File: src/rtl/uart_tx_fifo.sv
// 8N1 UART transmitter fed by a small write FIFO; queued bytes are sent
// back-to-back with no idle gap, LSB first, CLKS_PER_BIT clocks per bit.
module uart_tx_fifo #(
  parameter int CLKS_PER_BIT = 10,
  parameter int FIFO_DEPTH   = 16
) (
  input  logic                          clk,
  input  logic                          rst,
  input  logic [7:0]                    wr_data,
  input  logic                          wr_valid,
  output logic                          wr_ready,
  output logic                          ser_tx,
  output logic                          tx_busy,
  output logic [$clog2(FIFO_DEPTH):0]   level
);

  localparam int AW = $clog2(FIFO_DEPTH);
  localparam logic [15:0] BAUD_LAST = 16'(CLKS_PER_BIT - 1);

  typedef enum logic [1:0] {IDLE, START, DATA, STOP} state_t;

  logic [7:0]  mem [FIFO_DEPTH];
  logic [AW:0] wr_ptr_reg, rd_ptr_reg, level_reg;
  logic [AW:0] wr_ptr_next, rd_ptr_next, level_next;
  logic        full, empty, push, pop;
  logic [7:0]  rd_data;

  state_t      state_reg, state_next;
  logic [15:0] baud_reg, baud_next;
  logic [2:0]  bit_reg, bit_next;
  logic [7:0]  shift_reg, shift_next;
  logic        ser_tx_reg, ser_tx_next;
  logic        busy_reg, busy_next;
  logic        baud_last;

  // Extra pointer MSB distinguishes full from empty when the low bits match.
  assign full     = (wr_ptr_reg[AW] != rd_ptr_reg[AW]) &&
                    (wr_ptr_reg[AW-1:0] == rd_ptr_reg[AW-1:0]);
  assign empty    = (wr_ptr_reg == rd_ptr_reg);
  assign wr_ready = !full && !rst;
  assign push     = wr_valid && wr_ready;
  assign rd_data  = mem[rd_ptr_reg[AW-1:0]];

  assign baud_last = (baud_reg == BAUD_LAST);

  assign ser_tx  = ser_tx_reg;
  assign tx_busy = busy_reg;
  assign level   = level_reg;

  always_ff @(posedge clk) begin
    if (push) begin
      mem[wr_ptr_reg[AW-1:0]] <= wr_data;
    end
  end

  always_comb begin
    wr_ptr_next = wr_ptr_reg + (push ? 1'b1 : 1'b0);
    rd_ptr_next = rd_ptr_reg + (pop ? 1'b1 : 1'b0);
    level_next  = level_reg;
    if (push && !pop) begin
      level_next = level_reg + 1'b1;
    end else if (pop && !push) begin
      level_next = level_reg - 1'b1;
    end
  end

  // State register
  always_ff @(posedge clk) begin
    if (rst) begin
      state_reg <= IDLE;
    end else begin
      state_reg <= state_next;
    end
  end

  // Next-state logic
  always_comb begin
    state_next = state_reg;
    case (state_reg)
      IDLE:  if (!empty) state_next = START;
      START: if (baud_last) state_next = DATA;
      DATA:  if (baud_last && bit_reg == 3'd7) state_next = STOP;
      STOP:  if (baud_last) state_next = empty ? IDLE : START;
      default: state_next = IDLE;
    endcase
  end

  // Output and datapath logic; ser_tx/tx_busy are computed one cycle ahead
  // so that the registered line changes together with the state.
  always_comb begin
    pop         = 1'b0;
    ser_tx_next = ser_tx_reg;
    busy_next   = busy_reg;
    baud_next   = baud_last ? 16'd0 : baud_reg + 16'd1;
    bit_next    = bit_reg;
    shift_next  = shift_reg;
    case (state_reg)
      IDLE: begin
        baud_next   = 16'd0;
        ser_tx_next = 1'b1;
        busy_next   = 1'b0;
        if (!empty) begin
          pop         = 1'b1;
          shift_next  = rd_data;
          bit_next    = 3'd0;
          ser_tx_next = 1'b0;
          busy_next   = 1'b1;
        end
      end
      START: begin
        if (baud_last) begin
          ser_tx_next = shift_reg[0];
          bit_next    = 3'd0;
        end
      end
      DATA: begin
        if (baud_last) begin
          bit_next = bit_reg + 3'd1;
          if (bit_reg == 3'd7) begin
            ser_tx_next = 1'b1;
          end else begin
            ser_tx_next = shift_reg[1];
            shift_next  = {1'b0, shift_reg[7:1]};
          end
        end
      end
      STOP: begin
        if (baud_last) begin
          if (!empty) begin
            pop         = 1'b1;
            shift_next  = rd_data;
            bit_next    = 3'd0;
            ser_tx_next = 1'b0;
          end else begin
            ser_tx_next = 1'b1;
            busy_next   = 1'b0;
          end
        end
      end
      default: begin
        ser_tx_next = 1'b1;
        busy_next   = 1'b0;
      end
    endcase
  end

  always_ff @(posedge clk) begin
    if (rst) begin
      wr_ptr_reg <= '0;
      rd_ptr_reg <= '0;
      level_reg  <= '0;
      baud_reg   <= 16'd0;
      bit_reg    <= 3'd0;
      shift_reg  <= 8'd0;
      ser_tx_reg <= 1'b1;
      busy_reg   <= 1'b0;
    end else begin
      wr_ptr_reg <= wr_ptr_next;
      rd_ptr_reg <= rd_ptr_next;
      level_reg  <= level_next;
      baud_reg   <= baud_next;
      bit_reg    <= bit_next;
      shift_reg  <= shift_next;
      ser_tx_reg <= ser_tx_next;
      busy_reg   <= busy_next;
    end
  end

endmodule

File: config.mk
export PLATFORM = sky130hd
export DESIGN_NAME = uart_tx_fifo
export DESIGN_NICKNAME = d
export VERILOG_FILES = /design/src/rtl/uart_tx_fifo.sv
export SDC_FILE = /design/constraint.sdc
export NUM_CORES = 1
export LEC_CHECK = 0
export CORE_MARGIN = 2
export CORE_UTILIZATION = 50
export DETAILED_ROUTE_END_ITERATION = 8
export PLACE_DENSITY_LB_ADDON = 0.25
export SYNTH_ARGS = -nofsm -noshare
export SYNTH_HDL_FRONTEND = slang
export SYNTH_SLANG_ARGS = --single-unit
File: constraint.sdc
create_clock -name clk -period 2.62 [get_ports clk]
set_input_delay 0.655 -clock clk [delete_from_list [all_inputs] [get_ports clk]]
set_output_delay 0.655 -clock clk [all_outputs]
set_load 0.01 [all_outputs]
==> results by group, run 1 <==
Run status
  • Status: finished with violations
  • Failing checks: negative setup slack

Detailed routing
  • Vias: 4145
  • Vias per cell: 5.579
  • Routed length per placed instance: 19.36 µm
  • Initial DRT Pass Iterations: 4
  • Final wirelength: 14380 µm
  • DRC viols: 0
  • Initial DRC count: 353
  • Antenna-violating nets left: 0

Clocking
  • CTS tree: built
  • Clk_lat worst skew: 0.43 ns
  • Num Clock Sinks: 174
  • CTS Hold Buffers Added: 0
  • Clock transition at the registers of the reported paths: 0.07 ns
  • Num CTS Buffers: 17
  • CTS Buffer Depth: 2
  • CTS root buf: clkbuf_16
  • Htree depth: 4

Final layout
  • Largest register FFs: 128
  • Fillers: 1096
  • Syn-to-layout area delta: 17.73%
  • Non-filler cells, final: 743
  • # diodes: 0
  • Final Cell Area: 8622 µm²
  • Nets: 575
  • Most common cell after layout, fill and taps aside: edfxtp_1
  • Most frequent cells in the layout: edfxtp_1, buf_4, nor2_1, dfxtp_1, mux4_2
  • Fraction of layout cells with a size suffix above 1: 0.2648

Die
  • Die ar.: 15630 µm²
  • Core ar.: 14420 µm²
  • Row count: 44
  • Initial Utilization: 0.5077
  • IO Count: 19
  • Die Span Y: 125.0 µm
  • Die Span X: 125.0 µm

Setup path
  • Critical path data required time: 2.99 ns
  • Crit end category: flip-flop
  • WP data arrival: 2.99 ns
  • Reg2reg setup slack: -0.003 ns
  • Reg2reg path depth: 15
  • Critical path fanouts, max: 4
  • Crit path kind: reg2reg
  • CP Launch Type: flip-flop

Power and ir drop
  • Comb pwr share: 0.224
  • Int Pwr: 5.132 mW
  • Sequential power share: 0.448
  • Clock share of power: 0.328
  • Sw Share: 0.2841
  • Power Density: 831.5 nW/µm²
  • Overall Power: 7.169 mW
  • Leakage: 2.851 nW
  • Sw power: 2.037 mW
  • Peak supply drop: 502.5 µV

Place
  • Placed Area: 8003 µm²
  • Post-Place Cells: 709
  • DP HPWL: 9278 µm
  • IO buf count: 18
  • RD Place Congestion: 0.7805

Yosys
  • Syn Nets: 511
  • Netlist cell types: 46
  • Flops & latches, synth: 174
  • EDFF count, synth: 128
  • Cell count after synthesis: 482
  • Ys flop type: edfxtp_1
  • Post-synth ARST share: 0
  • Synth warn: 0
  • Post-Syn Area: 7323 µm²
  • Synthesized area per cell: 15.19 µm²
  • Sequential area share after synthesis: 0.6506

Global route
  • Vias in the first global route: 4296
  • Pin count of the biggest net entering global routing: 34
  • First-pass GRT wire length: 22860 µm
  • Gr usage total: 0.1934
  • Initial antenna violation count: 0
  • Total grt overflow: 0

Worst hold path
  • HP Class: reg2reg
  • Hold Path Cell Cnt: 2

Timing
  • Relative slew slack: 0.5769
  • Fmax achieved: 0.3812 GHz
  • Final max-slew violation count: 0
  • RSZ-0062 raised after global routing: true
  • Worst setup margin: -0.003139 ns
  • Final hold slack: 0.4654 ns
  • Min cycle time layout: 2.623 ns
  • Worst slew pin tran: 0.6327 ns
  • Fraction of the cycle the final worst path needs: 1.001
  • Hold Fails Final Rpt: 0
  • Final setup fails: 1
  • Worst clock skew: 0.006711 ns
  • TNS Setup: -0.003139 ns

Job
  • Max Cap Violations: 0
-- stage by stage --
stage / worst slack [ns] / utilization
floorplan: -0.02412 / -
global placement: -0.2170 / 0.5548
detailed placement: -0.2287 / 0.5548
CTS: 0.006908 / 0.5947
global route: -0.1853 / 0.5978
finish: -0.003139 / 0.5978
-- repair_timing --
action,CTS,global route
pin swaps,2,4
endpoints found under the setup margin,3,2
resized for setup,7,7
setup buffers,0,2
-- worst paths after layout --
check	startpoint	to
setup / recovery	baud_reg[1]	level[4]
hold / removal	bit_reg[1]	bit_reg[1]
setup reg to reg	baud_reg[1]	level[4]
hold reg to reg	bit_reg[1]	bit_reg[1]
-- cells by family after synthesis --
group,share of synthesized area
compound gates,0.05638
xor+xnor,0.03571
fa+ha+maj,0.03178
buf+inv,0.02819
flops,0.6506
mux,0.1138
simple gates,0.08355
-- Yosys cell counts (all sizes together), types with 9 or more instances --
| library cell | count | share of area |
|---|---|---|
| nand2 | 11 | 0.0060 |
| ha | 17 | 0.029 |
| mux2i | 9 | 0.012 |
| inv | 14 | 0.0072 |
| dfxtp | 46 | 0.13 |
| a211oi | 14 | 0.018 |
| nor2 | 51 | 0.026 |
| xor2 | 12 | 0.015 |
| mux4 | 33 | 0.10 |
| o21ai | 10 | 0.0068 |
| a21oi | 15 | 0.011 |
| buf | 18 | 0.016 |
| clkbuf | 9 | 0.0046 |
| xnor2 | 17 | 0.020 |
| nand3 | 15 | 0.010 |
| nor3 | 9 | 0.0068 |
| edfxtp | 128 | 0.52 |
-- final cells by class --
cell class / instances / area, µm² / area share
Clock inverter: 14 / 120.1 / 0.01393
Tap cell: 184 / 230.2 / 0.02670
Timing Repair Buffer: 72 / 591.8 / 0.06864
Clock buffer: 18 / 429.2 / 0.04978
Sequential cell: 174 / 4767 / 0.5529
Multi-Input combinational cell: 267 / 2429 / 0.2817
Inverter: 14 / 55.05 / 0.006385
-- layer usage --
metal | wire length, µm | part of all wire | GRT usage | vias to the layer above
met3 | 678 | 0.047 | 0.04279 | 13
met5 | 0 | 0 | 0 | -
met2 | 7475 | 0.52 | 0.3382 | 94
met4 | 183 | 0.013 | 0.05294 | 0
met1 | 6045 | 0.42 | 0.2452 | 2077
li1 | - | - | - | 1961
-- power by group through the flow --
stage	Combinational (mW)	Sequential [mW]	Clock, mW
after floorplan	1.10	3.27	0
after global placement	1.52	3.26	0
after detailed placement	1.57	3.27	0
after CTS	1.58	3.21	2.40
after global routing	1.78	3.23	2.50
final	1.61	3.21	2.35
-- critical path, stage by stage, from the launching register on --
cell and delay (ns):
dfxtp_2 0.32, inv_2 0.06, ha_4 0.11, nor4bb_4 0.20, and4_4 0.28, a21oi_2 0.06
nor3_2 0.15, inv_1 0.07, ha_2 0.21, inv_4 0.08, ha_4 0.20, a21o_1 0.18
a21oi_2 0.13, xnor2_1 0.09, or3_1 0.32, a21oi_2 0.11
Power figures use the tool's default switching activity.
==> run 2: changes to the inputs <==
--- a/config.mk
+++ b/config.mk
@@ -8,6 +8,7 @@
 export CORE_MARGIN = 2
 export CORE_UTILIZATION = 50
 export DETAILED_ROUTE_END_ITERATION = 8
+export HOLD_SLACK_MARGIN = 0.08
 export PLACE_DENSITY_LB_ADDON = 0.25
 export SYNTH_ARGS = -nofsm -noshare
 export SYNTH_HDL_FRONTEND = slang
==> results of run 2 <==
The final DEF is identical to that of run 1; final timing and power are the same.
==> run 3: changes to the inputs <==
--- a/config.mk
+++ b/config.mk
@@ -10,6 +10,7 @@
 export DETAILED_ROUTE_END_ITERATION = 8
 export HOLD_SLACK_MARGIN = 0.08
 export PLACE_DENSITY_LB_ADDON = 0.25
+export REMOVE_ABC_BUFFERS = 1
 export SYNTH_ARGS = -nofsm -noshare
 export SYNTH_HDL_FRONTEND = slang
 export SYNTH_SLANG_ARGS = --single-unit
==> run 3 against run 2 <==
  * The flow now finishes without violations
  * Final cell count up 1.7%
  * Cell area up 1.6%
  * Combinational power up 7%
  * Clock skew up 0.00067 ns
  * Largest cell class unchanged
==> results by group, run 3 (synthesis results as in run 1) <==
Power and ir drop
  • Comb pwr share: 0.236 (was 0.224)
  • Sw Share: 0.2839 (was 0.2841)
  • Overall Power: 7.282 mW (was 7.169 mW)
  • Sw power: 2.067 mW (was 2.037 mW)
  • Leakage: 2.955 nW (was 2.851 nW)
  • Peak supply drop: 550.7 µV (was 502.5 µV)
  • Power Density: 831.1 nW/µm² (was 831.5 nW/µm²)
  • Sequential power share: 0.440 (was 0.448)
  • Clock share of power: 0.324 (was 0.328)
  • Int Pwr: 5.215 mW (was 5.132 mW)

Detailed routing
  • Met3 WL: 685 µm (was 678 µm)
  • Antenna-violating nets left: 0 (unchanged)
  • DR WL met2: 7491 µm (was 7475 µm)
  • DRT met1 WL: 6041 µm (was 6045 µm)
  • Top sig layer: met4 (unchanged)
  • Vias: 4317 (was 4145)
  • Routed length per placed instance: 19.05 µm (was 19.36 µm)
  • Final wirelength: 14400 µm (was 14380 µm)
  • Vias per cell: 5.710 (was 5.579)
  • DRC viols: 0 (unchanged)
  • Initial DRT Pass Iterations: 5 (was 4)
  • Initial DRC count: 295 (was 353)

Final layout
  • Core Util, Final: 0.6075 (was 0.5978)
  • Syn-to-layout area delta: 19.65% (was 17.73%)
  • Non-filler cells, final: 756 (was 743)
  • Largest register FFs: 128 (unchanged)
  • # diodes: 0 (unchanged)
  • Most common cell after layout, fill and taps aside: edfxtp_1 (unchanged)
  • Nets: 588 (was 575)
  • Most frequent cells in the layout: edfxtp_1, buf_4, nor2_1, dfxtp_1, mux4_2 (unchanged)
  • Fraction of layout cells with a size suffix above 1: 0.2815 (was 0.2648)

Timing
  • Worst setup margin: 0.07530 ns (was -0.003139 ns)
  • Min cycle time layout: 2.545 ns (was 2.623 ns)
  • Final setup fails: 0 (was 1)
  • Worst slew pin tran: 0.5585 ns (was 0.6327 ns)
  • Relative slew slack: 0.6265 (was 0.5769)
  • Fmax achieved: 0.3930 GHz (was 0.3812 GHz)
  • Fraction of the cycle the final worst path needs: 0.9713 (was 1.001)
  • Final max-slew violation count: 0 (unchanged)
  • TNS Setup: 0 ns (was -0.003139 ns)
  • Hold Fails Final Rpt: 0 (unchanged)
  • Worst clock skew: 0.007382 ns (was 0.006711 ns)
  • RSZ-0062 raised after global routing: true (unchanged)

Die
  • Die Span X: 125.0 µm (unchanged)
  • Initial Utilization: 0.5077 (unchanged)
  • Die Span Y: 125.0 µm (unchanged)
  • Row count: 44 (unchanged)
  • IO Count: 19 (unchanged)
  • Die ar.: 15630 µm² (unchanged)
  • Core ar.: 14420 µm² (unchanged)

Setup path
  • Crit path kind: reg2reg (unchanged)
  • Crit end category: flip-flop (unchanged)
  • WP data arrival: 2.92 ns (was 2.99 ns)
  • CP Launch Type: flip-flop (unchanged)
  • Critical path data required time: 2.99 ns (about the same)
  • Critical path fanouts, max: 4 (unchanged)

Global route
  • Initial antenna violation count: 0 (unchanged)
  • Gr usage total: 0.1954 (was 0.1934)
  • Pin count of the biggest net entering global routing: 31 (was 34)
  • Vias in the first global route: 4315 (was 4296)
  • First-pass GRT wire length: 23140 µm (was 22860 µm)
  • Total grt overflow: 0 (unchanged)

Run status
  • Status: finished, final reports clean (was finished with violations)

Place
  • Setup WS pre-CTS: -0.4438 ns (was -0.2287 ns)
  • Post-Place Cells: 722 (was 709)
  • IO buf count: 18 (unchanged)
  • RD Place Congestion: 0.7807 (was 0.7805)
  • DP HPWL: 9322 µm (was 9278 µm)

Clocking
  • Clock transition at the registers of the reported paths: 0.07 ns (about the same)
  • Clk_lat worst skew: 0.43 ns (about the same)
  • Htree depth: 4 (unchanged)
  • CTS root buf: clkbuf_16 (unchanged)
  • Num CTS Buffers: 17 (unchanged)
  • CTS Hold Buffers Added: 0 (unchanged)
  • CTS tree: built (unchanged)
  • Num Clock Sinks: 174 (unchanged)
  • CTS Buffer Depth: 2 (unchanged)

Worst hold path
  • HP Class: reg2reg (unchanged)

Job
  • Max Cap Violations: 0 (unchanged)
-- run 3: critical path, cell delays in order (launching register included) --
cell and delay [ns]:
dfxtp_2 0.33, inv_2 0.04, ha_4 0.14, nor4bb_4 0.14
and4_4 0.16, a21oi_2 0.14, nor3_2 0.06, inv_1 0.06
ha_2 0.20, inv_4 0.06, fa_2 0.34, a21o_1 0.19
a21oi_2 0.12, xnor2_1 0.08, or3_1 0.32, a21oi_2 0.12
-- run 3: power groups by stage --
stage,clock (mW),sequential (mW),combinational (mW)
after floorplan,0,3.31,0.943
after global placement,0,3.25,1.56
after detailed placement,0,3.25,1.61
after CTS,2.41,3.20,1.70
after global routing,2.51,3.22,1.90
final,2.36,3.20,1.72
-- run 3: routing by layer --
metal  global-route usage  vias up
li1                     -     1998
met1               0.2541     2193
met2               0.3274      108
met3              0.04450       18
met4              0.06667        0
met5                    0        -
-- run 3: final cells by class --
class | count | area, µm²
clock buffer | 17 | 425.4
clock inverter | 15 | 128.9
fill | 1079 | 5662
inverter | 14 | 55.05
multi-input combinational | 267 | 2432
sequential | 174 | 4767
tap | 184 | 230.2
timing repair buffer | 85 | 723.2
-- run 3: stage by stage --
step	hold WS [ns]	cell area (µm²)
after floorplan	0.4295	7169
after global placement	0.4442	8068
after detailed placement	0.4580	8068
after CTS	0.4657	8737
after global routing	0.4873	8762
final	0.4696	8762
-- run 3: path summary, 6_finish.rpt --
| check | start | slack, ns | end | depth (start not counted) |
|---|---|---|---|---|
| worst max-delay path | baud_reg[1] | 0.08 | level[4] | 15 |
| worst max register to register | baud_reg[1] | 0.08 | level[4] | 15 |
| worst min register to register | bit_reg[2] | 0.47 | bit_reg[2] | 2 |
| worst min-delay path | bit_reg[2] | 0.47 | bit_reg[2] | 2 |
-- run 3: what timing repair did --
| action | CTS | global route |
|---|---|---|
| gates resized for setup | 17 | 7 |
| pin swaps | 6 | 6 |
| buffers inserted | 1 | 0 |
| setup endpoints to repair | 4 | 3 |
| gates cloned | 1 | 0 |
